===== config.mk =====
export PLATFORM = sky130hd
export DESIGN_NAME = rev_gpio_debounce
export DESIGN_NICKNAME = d
export VERILOG_FILES = /design/src/rtl/rev_gpio_debounce.sv
export SDC_FILE = /design/constraint.sdc
export NUM_CORES = 1
export LEC_CHECK = 0
export CORE_ASPECT_RATIO = 0.7
export CORE_MARGIN = 3
export CORE_UTILIZATION = 45
export DETAILED_ROUTE_END_ITERATION = 10
export MAX_ROUTING_LAYER = met4
export PLACE_DENSITY = 0.68
export SLEW_MARGIN = 20
export SYNTH_ARGS = -nofsm -noshare
export SYNTH_HDL_FRONTEND = slang
export SYNTH_SLANG_ARGS = --single-unit

===== constraint.sdc =====
create_clock -name pclk -period 3.71 [get_ports pclk]
set_input_delay 1.113 -clock pclk [delete_from_list [all_inputs] [get_ports pclk]]
set_output_delay 1.113 -clock pclk [all_outputs]
set_load 0.05 [all_outputs]

===== src/rtl/rev_gpio_debounce.sv =====
// Per-pin GPIO debounce filter with shared sample prescaler, per-pin bypass and edge pulses.
// Define REV_GPIO_DEBOUNCE_SYNC_EN to insert a 2-flop synchronizer ahead of the filter.
module rev_gpio_debounce #(
  parameter int GPIO_PINS = 32,
  parameter int CNT_W     = 4,
  parameter int PRESC_W   = 16
) (
  input  logic                 pclk,
  input  logic                 prst,
  input  logic [GPIO_PINS-1:0] pad_i,
  input  logic [PRESC_W-1:0]   presc_i,
  input  logic [CNT_W-1:0]     thresh_i,
  input  logic [GPIO_PINS-1:0] bypass_i,
  output logic [GPIO_PINS-1:0] gpio_o,
  output logic [GPIO_PINS-1:0] rise_o,
  output logic [GPIO_PINS-1:0] fall_o,
  output logic                 tick_o
);

  logic [GPIO_PINS-1:0] s;

`ifdef REV_GPIO_DEBOUNCE_SYNC_EN
  logic [GPIO_PINS-1:0] sync1_q, sync2_q;

  always_ff @(posedge pclk) begin
    if (prst) begin
      sync1_q <= '0;
      sync2_q <= '0;
    end else begin
      sync1_q <= pad_i;
      sync2_q <= sync1_q;
    end
  end

  assign s = sync2_q;
`else
  assign s = pad_i;
`endif

  // Prescaler: comparing with >= lets a lowered presc_i take effect on the next cycle.
  logic [PRESC_W-1:0] pc_q;
  logic               tick;

  assign tick   = prst ? (presc_i == '0) : (pc_q >= presc_i);
  assign tick_o = tick;

  always_ff @(posedge pclk) begin
    if (prst)      pc_q <= '0;
    else if (tick) pc_q <= '0;
    else           pc_q <= pc_q + 1'b1;
  end

  logic [CNT_W-1:0] thr;
  assign thr = (thresh_i == '0) ? CNT_W'(1) : thresh_i;

  logic [GPIO_PINS-1:0][CNT_W-1:0] cnt_q, cnt_d;
  logic [GPIO_PINS-1:0]            gpio_d;
  logic [CNT_W:0]                  cnt_inc;

  always_comb begin
    // NOTE: every comb output gets a default before the per-pin branches, so no latch is inferred.
    gpio_d  = gpio_o;
    cnt_d   = cnt_q;
    cnt_inc = '0;
    for (int n = 0; n < GPIO_PINS; n++) begin
      cnt_inc = {1'b0, cnt_q[n]} + 1'b1;
      if (bypass_i[n]) begin
        gpio_d[n] = s[n];
        cnt_d[n]  = '0;
      end else if (tick) begin
        if (s[n] == gpio_o[n]) begin
          cnt_d[n] = '0;
        end else if (cnt_inc >= {1'b0, thr}) begin
          gpio_d[n] = s[n];
          cnt_d[n]  = '0;
        end else begin
          cnt_d[n] = cnt_inc[CNT_W-1:0];
        end
      end
    end
  end

  // Edge pulses are derived from the next value so they line up with the new gpio_o level.
  always_ff @(posedge pclk) begin
    if (prst) begin
      gpio_o <= '0;
      rise_o <= '0;
      fall_o <= '0;
      cnt_q  <= '0;
    end else begin
      gpio_o <= gpio_d;
      rise_o <= gpio_d & ~gpio_o;
      fall_o <= ~gpio_d & gpio_o;
      cnt_q  <= cnt_d;
    end
  end

endmodule


==> impl_metrics.env <==
export IMPL_ys_seq_elements=240
export IMPL_die_x_um=219
export IMPL_fp_row_count=54
export IMPL_nets=2026
export IMPL_cp_slowest_stage_delay_ns=0.32
export IMPL_setup_viol=0
export IMPL_holdWs_ns=0.461
export IMPL_drive_gt1_share_pct=7.43
export IMPL_postRouteAntennaNets=0
export IMPL_dp_cells=2215
export IMPL_gr_usage_all_layers_pct=22.6
export IMPL_num_io_pins=183
export IMPL_ir_worst_vdd_mv=0.377
export IMPL_numCtsBuffers=27
export IMPL_synth_main_ff_cell="dfxtp_1"
export IMPL_synth_top_area_cell="dfxtp_1"
export IMPL_leakage_uw=0.00659
export IMPL_utilization_pct=56.9
export IMPL_crit_path_end_kind="output port"
export IMPL_fin_area_sq_um=17800
export IMPL_reg2reg_depth=11
export IMPL_slew_headroom_pct=44.4
export IMPL_worstPathRequired_ns=2.60
export IMPL_die_y_um=155
export IMPL_numPortBuffers=182
export IMPL_syn_area_per_cell_sq_um=8.74
export IMPL_htree_levels=1
export IMPL_cap_violations=0
export IMPL_die_area_sq_um=34100
export IMPL_cts_buffer_depth=3
export IMPL_overflow=0
export IMPL_drc=0
export IMPL_yosysWarnings=0
export IMPL_cp_max_fo=2
export IMPL_crit_chain="clkdlybuf4s15_2 -> inv_1 -> ha_1 -> nand2_2 -> nor4_4 -> a31oi_4 -> a21o_4 -> clkinv_4 -> buf_8"
export IMPL_hold_viol_final=0
export IMPL_stdcell_count=2264
export IMPL_fin_crit_ns=3.70
export IMPL_yosysSeqAreaShare_pct=33.5
export IMPL_wirelength_um=38400
export IMPL_syn2layout_area_growth_pct=24.0
export IMPL_start_util_pct=45.9
export IMPL_cts_sinks=240
export IMPL_core_area_sq_um=31300
export IMPL_min_delay_path_class="reg2reg"
export IMPL_antenna_found_initial=1
export IMPL_rsz0062_at_grt="yes"
export IMPL_path_clk_slew_ns=0.06
export IMPL_clk_latency_ns=0.54
export IMPL_postPlaceCellArea_sq_um=16800
export IMPL_synth_edf_count=0
export IMPL_grt_pass1_vias=12500
export IMPL_synth_top_area_share_pct=33.5
export IMPL_synth_area_top_cells="dfxtp_1 33%, ha_1 9.9%, a32o_1 6.0%, nor4b_1 5.1%, nand2_1 4.1%"
export IMPL_via_count=13200
export IMPL_regArea_sq_um=4800
export IMPL_hold_depth=1
export IMPL_drv_slew=0
export IMPL_post_drt_wl_per_cell_um=17.0
export IMPL_tightest_slew_ns=0.834
export IMPL_syn_nets=1841
export IMPL_grt_pass1_wl_um=62700
export IMPL_clock_root_buffer="clkbuf_16"
export IMPL_syn_cell_area_sq_um=14300
export IMPL_grt_start_max_net_pins=157
export IMPL_gp_congestion=0.871
export IMPL_hpwl_um=25400
export IMPL_via_per_inst=5.85
export IMPL_synth_distinct_cells=52
export IMPL_crit_path_start_kind="input port"
export IMPL_reg2reg_slack_ns=0.86
export IMPL_critPathSlowestCell="nor4_4"
export IMPL_fillCellCount=2746
export IMPL_status="finished clean"
export IMPL_multi_input_area_sq_um=9180
export IMPL_netlist_instances=1641
export IMPL_dr_pass1_iters=5
export IMPL_fmaxAchievable_mhz=270
export IMPL_worst_ep_arrival_time_ns=2.59
export IMPL_async_flop_share_pct=0
export IMPL_fin_skew_ns=0.00875
export IMPL_critical_path_class="in2out"
export IMPL_drt_iter0_drc=954
export IMPL_cts_tree="yes"
export IMPL_min_period_over_period_pct=99.8
export IMPL_power_density_nw_per_um2=355
export IMPL_total_power_uw=6310
[kinds of logic (layout without fill, tap and decap cells)]
logic type / after synthesis / after routing / share of synthesized area, %
mux: 35 / 35 / 2.47
flops: 240 / 240 / 33.5
compound gates: 382 / 382 / 19.4
simple gates: 587 / 587 / 21.8
xor+xnor: 110 / 110 / 6.72
fa+ha+maj: 146 / 146 / 12.2
other cells: 0 / 1 / 0
buf+inv: 141 / 343 / 3.96
[synthesized netlist by cell type, drive strengths merged, types with 27 or more instances]
master	n
dfxtp	240
nand2	157
nor2	139
ha	114
o21ai	87
a32o	86
nor4b	84
inv	75
xnor2	67
a21oi	66
or3	58
a21boi	54
nand3	46
clkbuf	43
xor2	43
nand2b	34
maj3	32
mux2i	32
nor4	32
a32oi	31
o211ai	27
[final cells by class]
| class | instances | area share [%] |
|---|---|---|
| Timing Repair Buffer | 222 | 12.2 |
| Clock inverter | 5 | 0.295 |
| Multi-Input combinational cell | 1260 | 51.6 |
| Sequential cell | 240 | 27.0 |
| Inverter | 75 | 1.65 |
| Tap cell | 420 | 2.95 |
| Clock buffer | 41 | 4.32 |
| Antenna cell | 1 | 0.0141 |
[metal layers]
metal | wire length (um) | global-route usage, %
met5 | 0 | -
met4 | 756 | 5.12
met3 | 2160 | 3.46
met2 | 16600 | 34.4
met1 | 18900 | 31.7
[placed cells by master, fill, tap and decap left out, types with 6 or more instances in the layout]
cell type        count
a21boi_0            12
inv_1               61
nand2_1            155
clkdlybuf4s50_1    162
nor2_1             139
dfxtp_1            240
clkbuf_1            10
nand3_1             46
buf_2                7
nand2b_1            33
nor4_1              31
ha_4                11
xnor2_1             67
clkbuf_16           27
buf_4               34
xor2_1              43
o21ai_0             86
a21oi_1             66
buf_12               6
and4b_1              6
a21boi_1            42
a32oi_1             31
mux2i_1             32
o211ai_1            27
maj3_1              32
nand4_1              6
a32o_1              86
ha_1               103
or3_1               58
inv_2               10
nor4b_1             84
a211oi_1             9
[flip-flops by register name, summed over array words and instances (netlist names)]
name    count
cnt_q     128
rise_o     32
gpio_o     32
fall_o     32
pc_q       16
[where the power goes]
part	total [uW]	internal, uW	switching [uW]	leakage (uW)
clock	2550	1480	1070	0.000399
sequential	2700	2640	64.6	0.00195
combinational	1060	410	648	0.00424
total	6310	4530	1780	0.00659
[repair_timing]
item,in CTS,in global routing
hold endpoints to repair,0,0
endpoints found under the setup margin,1,1
resized for setup,82,6
setup buffers,2,0
pin swaps,18,2
hold buffers,0,0
[worst max-delay path: cells and delay by family]
kind	cells	cell delay, ns
buffers and inverters	4	0.43
AND/OR/NAND/NOR	2	0.38
adder cells (fa/ha/maj)	1	0.28
AO/OA/AOI/OAI	2	0.39
[stage by stage]
step / setup WS (ns) / TNS [ns]
final: 0.00870 / 0
after CTS: 0.00228 / 0
after global routing: -0.0405 / -0.0405
after floorplan: 0.00682 / 0
after detailed placement: -0.464 / -33.19
after global placement: -0.452 / -28.63
[path summary, 6_finish.rpt]
check                     start              endpoint
max                  presc_i[4]                tick_o
min reg2reg  pc_q[0]$_SDFF_PP0_    pc_q[0]$_SDFF_PP0_
min          pc_q[0]$_SDFF_PP0_    pc_q[0]$_SDFF_PP0_
max reg2reg  pc_q[0]$_SDFF_PP0_  gpio_o[0]$_SDFF_PP0_
Power figures use the tool's default switching activity.
